`src/rtl/systolic_mode_arbiter.sv`:
```
// Mode arbiter/sequencer for the shared systolic array: picks conv or transconv, flushes on a
// mode change, grants until done, then holds mode through drain. Optional watchdog: ARB_TIMEOUT_EN.
module systolic_mode_arbiter #(
    parameter int SWITCH_CYCLES  = 4,
    parameter int DRAIN_CYCLES   = 16,
    parameter int TIMEOUT_CYCLES = 4096,
    parameter int CW             = 16
) (
    input  logic clk,
    input  logic rst,
    input  logic req_conv,
    input  logic req_transconv,
    input  logic done_count,
    output logic mode,
    output logic gnt_conv,
    output logic gnt_transconv,
    output logic flush,
    output logic drain,
    output logic busy,
    output logic timeout_err
);

    typedef enum logic [1:0] {
        ST_IDLE   = 2'd0,
        ST_SWITCH = 2'd1,
        ST_RUN    = 2'd2,
        ST_DRAIN  = 2'd3
    } state_t;

    localparam logic [CW-1:0] SWITCH_LOAD = CW'(SWITCH_CYCLES - 1);
    localparam logic [CW-1:0] DRAIN_LOAD  = CW'(DRAIN_CYCLES - 1);

    generate
        if (SWITCH_CYCLES < 1 || DRAIN_CYCLES < 1 || TIMEOUT_CYCLES < 1 ||
            SWITCH_CYCLES > 2**CW || DRAIN_CYCLES > 2**CW || TIMEOUT_CYCLES > 2**CW) begin : g_param_check
            $error("systolic_mode_arbiter: cycle parameters must be >= 1 and fit in CW bits");
        end
    endgenerate

    state_t        state_q, state_d;
    logic          mode_q, mode_d;
    logic          last_served_q, last_served_d;
    logic [CW-1:0] cnt_q, cnt_d;
    logic          gnt_conv_q, gnt_conv_d;
    logic          gnt_transconv_q, gnt_transconv_d;
    logic          flush_q, flush_d;
    logic          drain_q, drain_d;
    logic          busy_q, busy_d;
    logic          timeout_d;

    logic          winner;
    logic          granted_req;
    logic          expire;

    // Round-robin tie-break: the requester not served last time wins.
    always_comb begin
        winner = req_transconv;
        if (req_conv && req_transconv) begin
            winner = ~last_served_q;
        end
    end

    // Owner of the array is always identified by the current mode.
    assign granted_req = mode_q ? req_transconv : req_conv;

`ifdef ARB_TIMEOUT_EN
    localparam logic [CW-1:0] TIMEOUT_LAST = CW'(TIMEOUT_CYCLES - 1);
    assign expire = (state_q == ST_RUN) && (cnt_q == TIMEOUT_LAST) && !done_count;
`else
    assign expire = 1'b0;
`endif

    always_comb begin
        state_d       = state_q;
        mode_d        = mode_q;
        last_served_d = last_served_q;
        cnt_d         = cnt_q;
        timeout_d     = 1'b0;

        case (state_q)
            ST_IDLE: begin
                if (req_conv || req_transconv) begin
                    mode_d = winner;
                    if (winner == mode_q) begin
                        state_d = ST_RUN;
                        cnt_d   = '0;
                    end else begin
                        state_d = ST_SWITCH;
                        cnt_d   = SWITCH_LOAD;
                    end
                end
            end

            ST_SWITCH: begin
                if (cnt_q == '0) begin
                    state_d = ST_RUN;
                    cnt_d   = '0;
                end else begin
                    cnt_d = cnt_q - 1'b1;
                end
            end

            ST_RUN: begin
                // A dropped request is an abort, handled exactly like a completion.
                if (done_count || !granted_req || expire) begin
                    state_d       = ST_DRAIN;
                    cnt_d         = DRAIN_LOAD;
                    last_served_d = mode_q;
                    timeout_d     = expire;
                end else begin
`ifdef ARB_TIMEOUT_EN
                    cnt_d = cnt_q + 1'b1;
`else
                    cnt_d = cnt_q;
`endif
                end
            end

            ST_DRAIN: begin
                if (cnt_q == '0) begin
                    state_d = ST_IDLE;
                end else begin
                    cnt_d = cnt_q - 1'b1;
                end
            end

            default: begin
                state_d = ST_IDLE;
                cnt_d   = '0;
            end
        endcase
    end

    // Outputs are registered from the next state so they line up with it.
    always_comb begin
        gnt_conv_d      = (state_d == ST_RUN) && !mode_d;
        gnt_transconv_d = (state_d == ST_RUN) && mode_d;
        flush_d         = (state_d == ST_SWITCH);
        drain_d         = (state_d == ST_DRAIN);
        busy_d          = (state_d != ST_IDLE);
    end

    always_ff @(posedge clk) begin
        if (!rst) begin
            state_q         <= ST_IDLE;
            mode_q          <= 1'b0;
            last_served_q   <= 1'b1;
            cnt_q           <= '0;
            gnt_conv_q      <= 1'b0;
            gnt_transconv_q <= 1'b0;
            flush_q         <= 1'b0;
            drain_q         <= 1'b0;
            busy_q          <= 1'b0;
        end else begin
            state_q         <= state_d;
            mode_q          <= mode_d;
            last_served_q   <= last_served_d;
            cnt_q           <= cnt_d;
            gnt_conv_q      <= gnt_conv_d;
            gnt_transconv_q <= gnt_transconv_d;
            flush_q         <= flush_d;
            drain_q         <= drain_d;
            busy_q          <= busy_d;
        end
    end

`ifdef ARB_TIMEOUT_EN
    logic timeout_q;

    always_ff @(posedge clk) begin
        if (!rst) begin
            timeout_q <= 1'b0;
        end else begin
            timeout_q <= timeout_d;
        end
    end

    assign timeout_err = timeout_q;
`else
    logic unused_timeout;
    assign unused_timeout = timeout_d;
    assign timeout_err    = 1'b0;
`endif

    assign mode          = mode_q;
    assign gnt_conv      = gnt_conv_q;
    assign gnt_transconv = gnt_transconv_q;
    assign flush         = flush_q;
    assign drain         = drain_q;
    assign busy          = busy_q;

endmodule

```
`config.mk`:
```
export PLATFORM = sky130hd
export DESIGN_NAME = systolic_mode_arbiter
export DESIGN_NICKNAME = d
export VERILOG_FILES = /design/src/rtl/systolic_mode_arbiter.sv
export SDC_FILE = /design/constraint.sdc
export NUM_CORES = 1
export LEC_CHECK = 0
export BUFFER_PORTS_ARGS = -buffer_cell sky130_fd_sc_hd__buf_2
export CAP_MARGIN = 20
export CORE_MARGIN = 3
export CORE_UTILIZATION = 34
export DETAILED_ROUTE_END_ITERATION = 8
export GPL_ROUTABILITY_DRIVEN = 0
export SYNTH_ARGS = -nofsm -noshare
export SYNTH_HDL_FRONTEND = slang
export SYNTH_SLANG_ARGS = --single-unit
```
`constraint.sdc`:
```
create_clock -name clk -period 2.55 [get_ports clk]
set_input_delay 0.1275 -clock clk [delete_from_list [all_inputs] [get_ports clk]]
set_output_delay 0.1275 -clock clk [all_outputs]
set_load 0.005 [all_outputs]
```
==> impl_metrics.json <==
{
  "outcome": "finished, final reports clean",
  "cts.path.max_buffers": 2,
  "placed_cells": 222,
  "timing_hold_violations_final": 0,
  "io_buffer_count": 10,
  "wl_um": 3060,
  "drive_gt1_share_pct": 16.3,
  "grt_pass1_vias": 1206,
  "async_reset_ff_share_pct": 0,
  "drtPass1Iterations": 4,
  "arrival_ps": 2500,
  "ys_ff_latch": 25,
  "vias_per_cell": 5.70,
  "ff2ff_setup_slack_ps": 210,
  "slew_headroom_pct": 62.6,
  "hold_depth": 2,
  "holdPathEnd": "last_served_q",
  "yosysWarningCount": 0,
  "track_usage_pct": 12.9,
  "rsz0062_at_grt": "no",
  "path_max_fanout": 8,
  "dieWidth_um": 70,
  "vias": 1289,
  "fin_setup_tns_ps": 0,
  "antennaDiodeCount": 0,
  "r2r_cells": 8,
  "final_cell_mix": "dfxtp_1 (25), nand2_1 (15), nor2_1 (12)",
  "slowest_delay_ps": 510,
  "wire_per_inst_um": 13.5,
  "netlist_instances": 168,
  "fp-row-count": 22,
  "drt_drc_violations_left": 0,
  "fin_util_pct": 40.7,
  "hpwl_um": 2300,
  "root_buffer": "clkbuf_8",
  "start_util_pct": 36.7,
  "setup_viol": 0,
  "cts_buffers": 3,
  "synth_cell_type_count": 44,
  "cts_tree": "built",
  "drv_slew": 0,
  "area_growth_pct": 11.0,
  "worst-path-buf-inv": 2,
  "synthesis.nets": 174,
  "final_nets": 185,
  "ios": 12,
  "hold_start": "rst",
  "synth_top_flop_cell": "dfxtp_1",
  "ir_drop_mv": 0.501,
  "min_path_type": "input port to flop",
  "synth_edf_count": 0,
  "skew_ps": 5.37,
  "cp_slowest_cell": "or4b_4",
  "path_class": "flop to flop",
  "overflow": 0,
  "layout_commonest_cell": "dfxtp_1",
  "postCtsHoldBufs": 0,
  "cts_sinks": 25,
  "synth-seq-area-share_pct": 35.9,
  "r2r-start": "cnt_q[0]",
  "drtIter0Drc": 69,
  "drtAntennaViolNets": 0,
  "rr_endpoint": "cnt_q[6]",
  "tightest_slew_ps": 555,
  "die_area_mm2": 0.00490,
  "syn_area_mm2": 0.00139,
  "post-route-period-util_pct": 91.6,
  "powerDensity_mw_per_mm2": 1480,
  "antenna_found_initial": 0,
  "core_mm2": 0.00380,
  "num-fill-cells": 401,
  "clock.fmax_mhz": 428,
  "syn-mean-instance-area_um2": 8.29,
  "die_y_um": 70,
  "end_kind": "flop",
  "grt_max_degree": 18,
  "grt_pass1_wl_um": 5380,
  "worstPathRequired_ps": 2710,
  "start_kind": "flop",
  "p_leak_uw": 0.000606,
  "cap_violations": 0,
  "critPathTopFamily": "simple AND/OR/NAND/NOR gates",
  "cts.clk_slew.worst_paths_ps": 90,
  "insertion_delay_ps": 270,
  "layout.cells.non_filler": 226,
  "fin_crit_ps": 2340,
  "htreeDepth": 1,
  "holdWs_ps": 165,
  "totalPowerFinal_uw": 2280,
  "worstPathCellList": "inv_1, ha_1, or4b_4, nand4b_2, buf_4, o211ai_1, xor2_1, nor2_1"
}
-- sequential cells by signal (all words and copies together), names as in the netlist --
signal / cells
gnt_transconv: 1
busy: 1
drain: 1
last_served_q: 1
mode: 1
gnt_conv: 1
flush: 1
state_q: 2
cnt_q: 16
-- routing by layer --
layer	GRT usage [%]	part of all wire (%)	up-vias
met5	0	0	-
met4	3.19	0.88	0
met3	3.17	3.8	4
met2	21.3	46	30
met1	16.7	50	600
li1	-	-	655
-- cell usage after synthesis, types with 2 or more instances --
cell,n,share of area (%)
a21boi_0,5,2.7
a21oi_1,11,4.0
a31oi_1,3,1.3
and3_1,2,0.90
buf_2,2,0.72
buf_4,2,1.1
clkbuf_1,4,1.1
dfxtp_1,25,36
inv_1,7,1.9
nand2_1,15,4.0
nand3_1,3,1.1
nor2_1,12,3.2
nor3_1,9,3.2
nor3b_1,2,1.1
nor4_1,4,1.8
o211ai_1,8,4.3
o21ai_0,6,2.2
o221a_1,2,1.6
o221a_2,2,1.6
o31ai_1,3,1.6
or2_2,2,0.90
or3_1,10,4.5
or4_1,4,2.2
xor2_1,5,3.1
-- final cells by class --
type	instances	area (um2)	share of cell area, %
Clock buffer	3	41.3	2.67
Clock inverter	1	5.00	0.324
Inverter	7	26.3	1.70
Multi-Input combinational cell	128	832	53.8
Sequential cell	25	500	32.4
Tap cell	48	60.1	3.89
Timing Repair Buffer	14	80.1	5.18
-- how the worst max path moves through the flow --
stage / from / to / slack, ps / depth (start not counted)
after global routing: cnt_q[0] / cnt_q[10] / 9 / 8
final: cnt_q[0] / cnt_q[6] / 210 / 8
after detailed placement: cnt_q[0] / cnt_q[7] / 110 / 7
after CTS: cnt_q[0] / cnt_q[9] / 80 / 7
after floorplan: cnt_q[0] / cnt_q[3] / 400 / 8
after global placement: cnt_q[0] / cnt_q[13] / 160 / 7
-- power by group --
group	switching, uW	internal [uW]	total, uW
combinational	732	611	1340
clock	126	109	235
sequential	176	530	707
total	1030	1250	2280
-- cell families after synthesis --
logic type / after synthesis / share of synthesized area (%)
muxes: 1 / 0.719
adders and majority gates: 1 / 0.898
DFF: 25 / 35.9
buffers and inverters: 15 / 4.76
and+or+nand+nor: 71 / 29.4
AOI/OAI and AO/OA: 48 / 24.3
other: 1 / 0.269
xor gates and xnor gates: 6 / 3.77
-- what timing repair did --
action | CTS | global route
endpoints found under the hold margin | 0 | 0
gates resized for setup | 0 | 2
setup endpoints to repair | 0 | 12
buffers inserted | 0 | 0
-- per-stage QoR --
stage | area (um2) | worst slack, ps
after floorplan | 1390 | 404
after global placement | 1490 | 159
after detailed placement | 1490 | 110
after CTS | 1540 | 82.8
after global routing | 1550 | 8.51
final | 1550 | 213
Note: power is estimated with default switching activity, not from simulation.
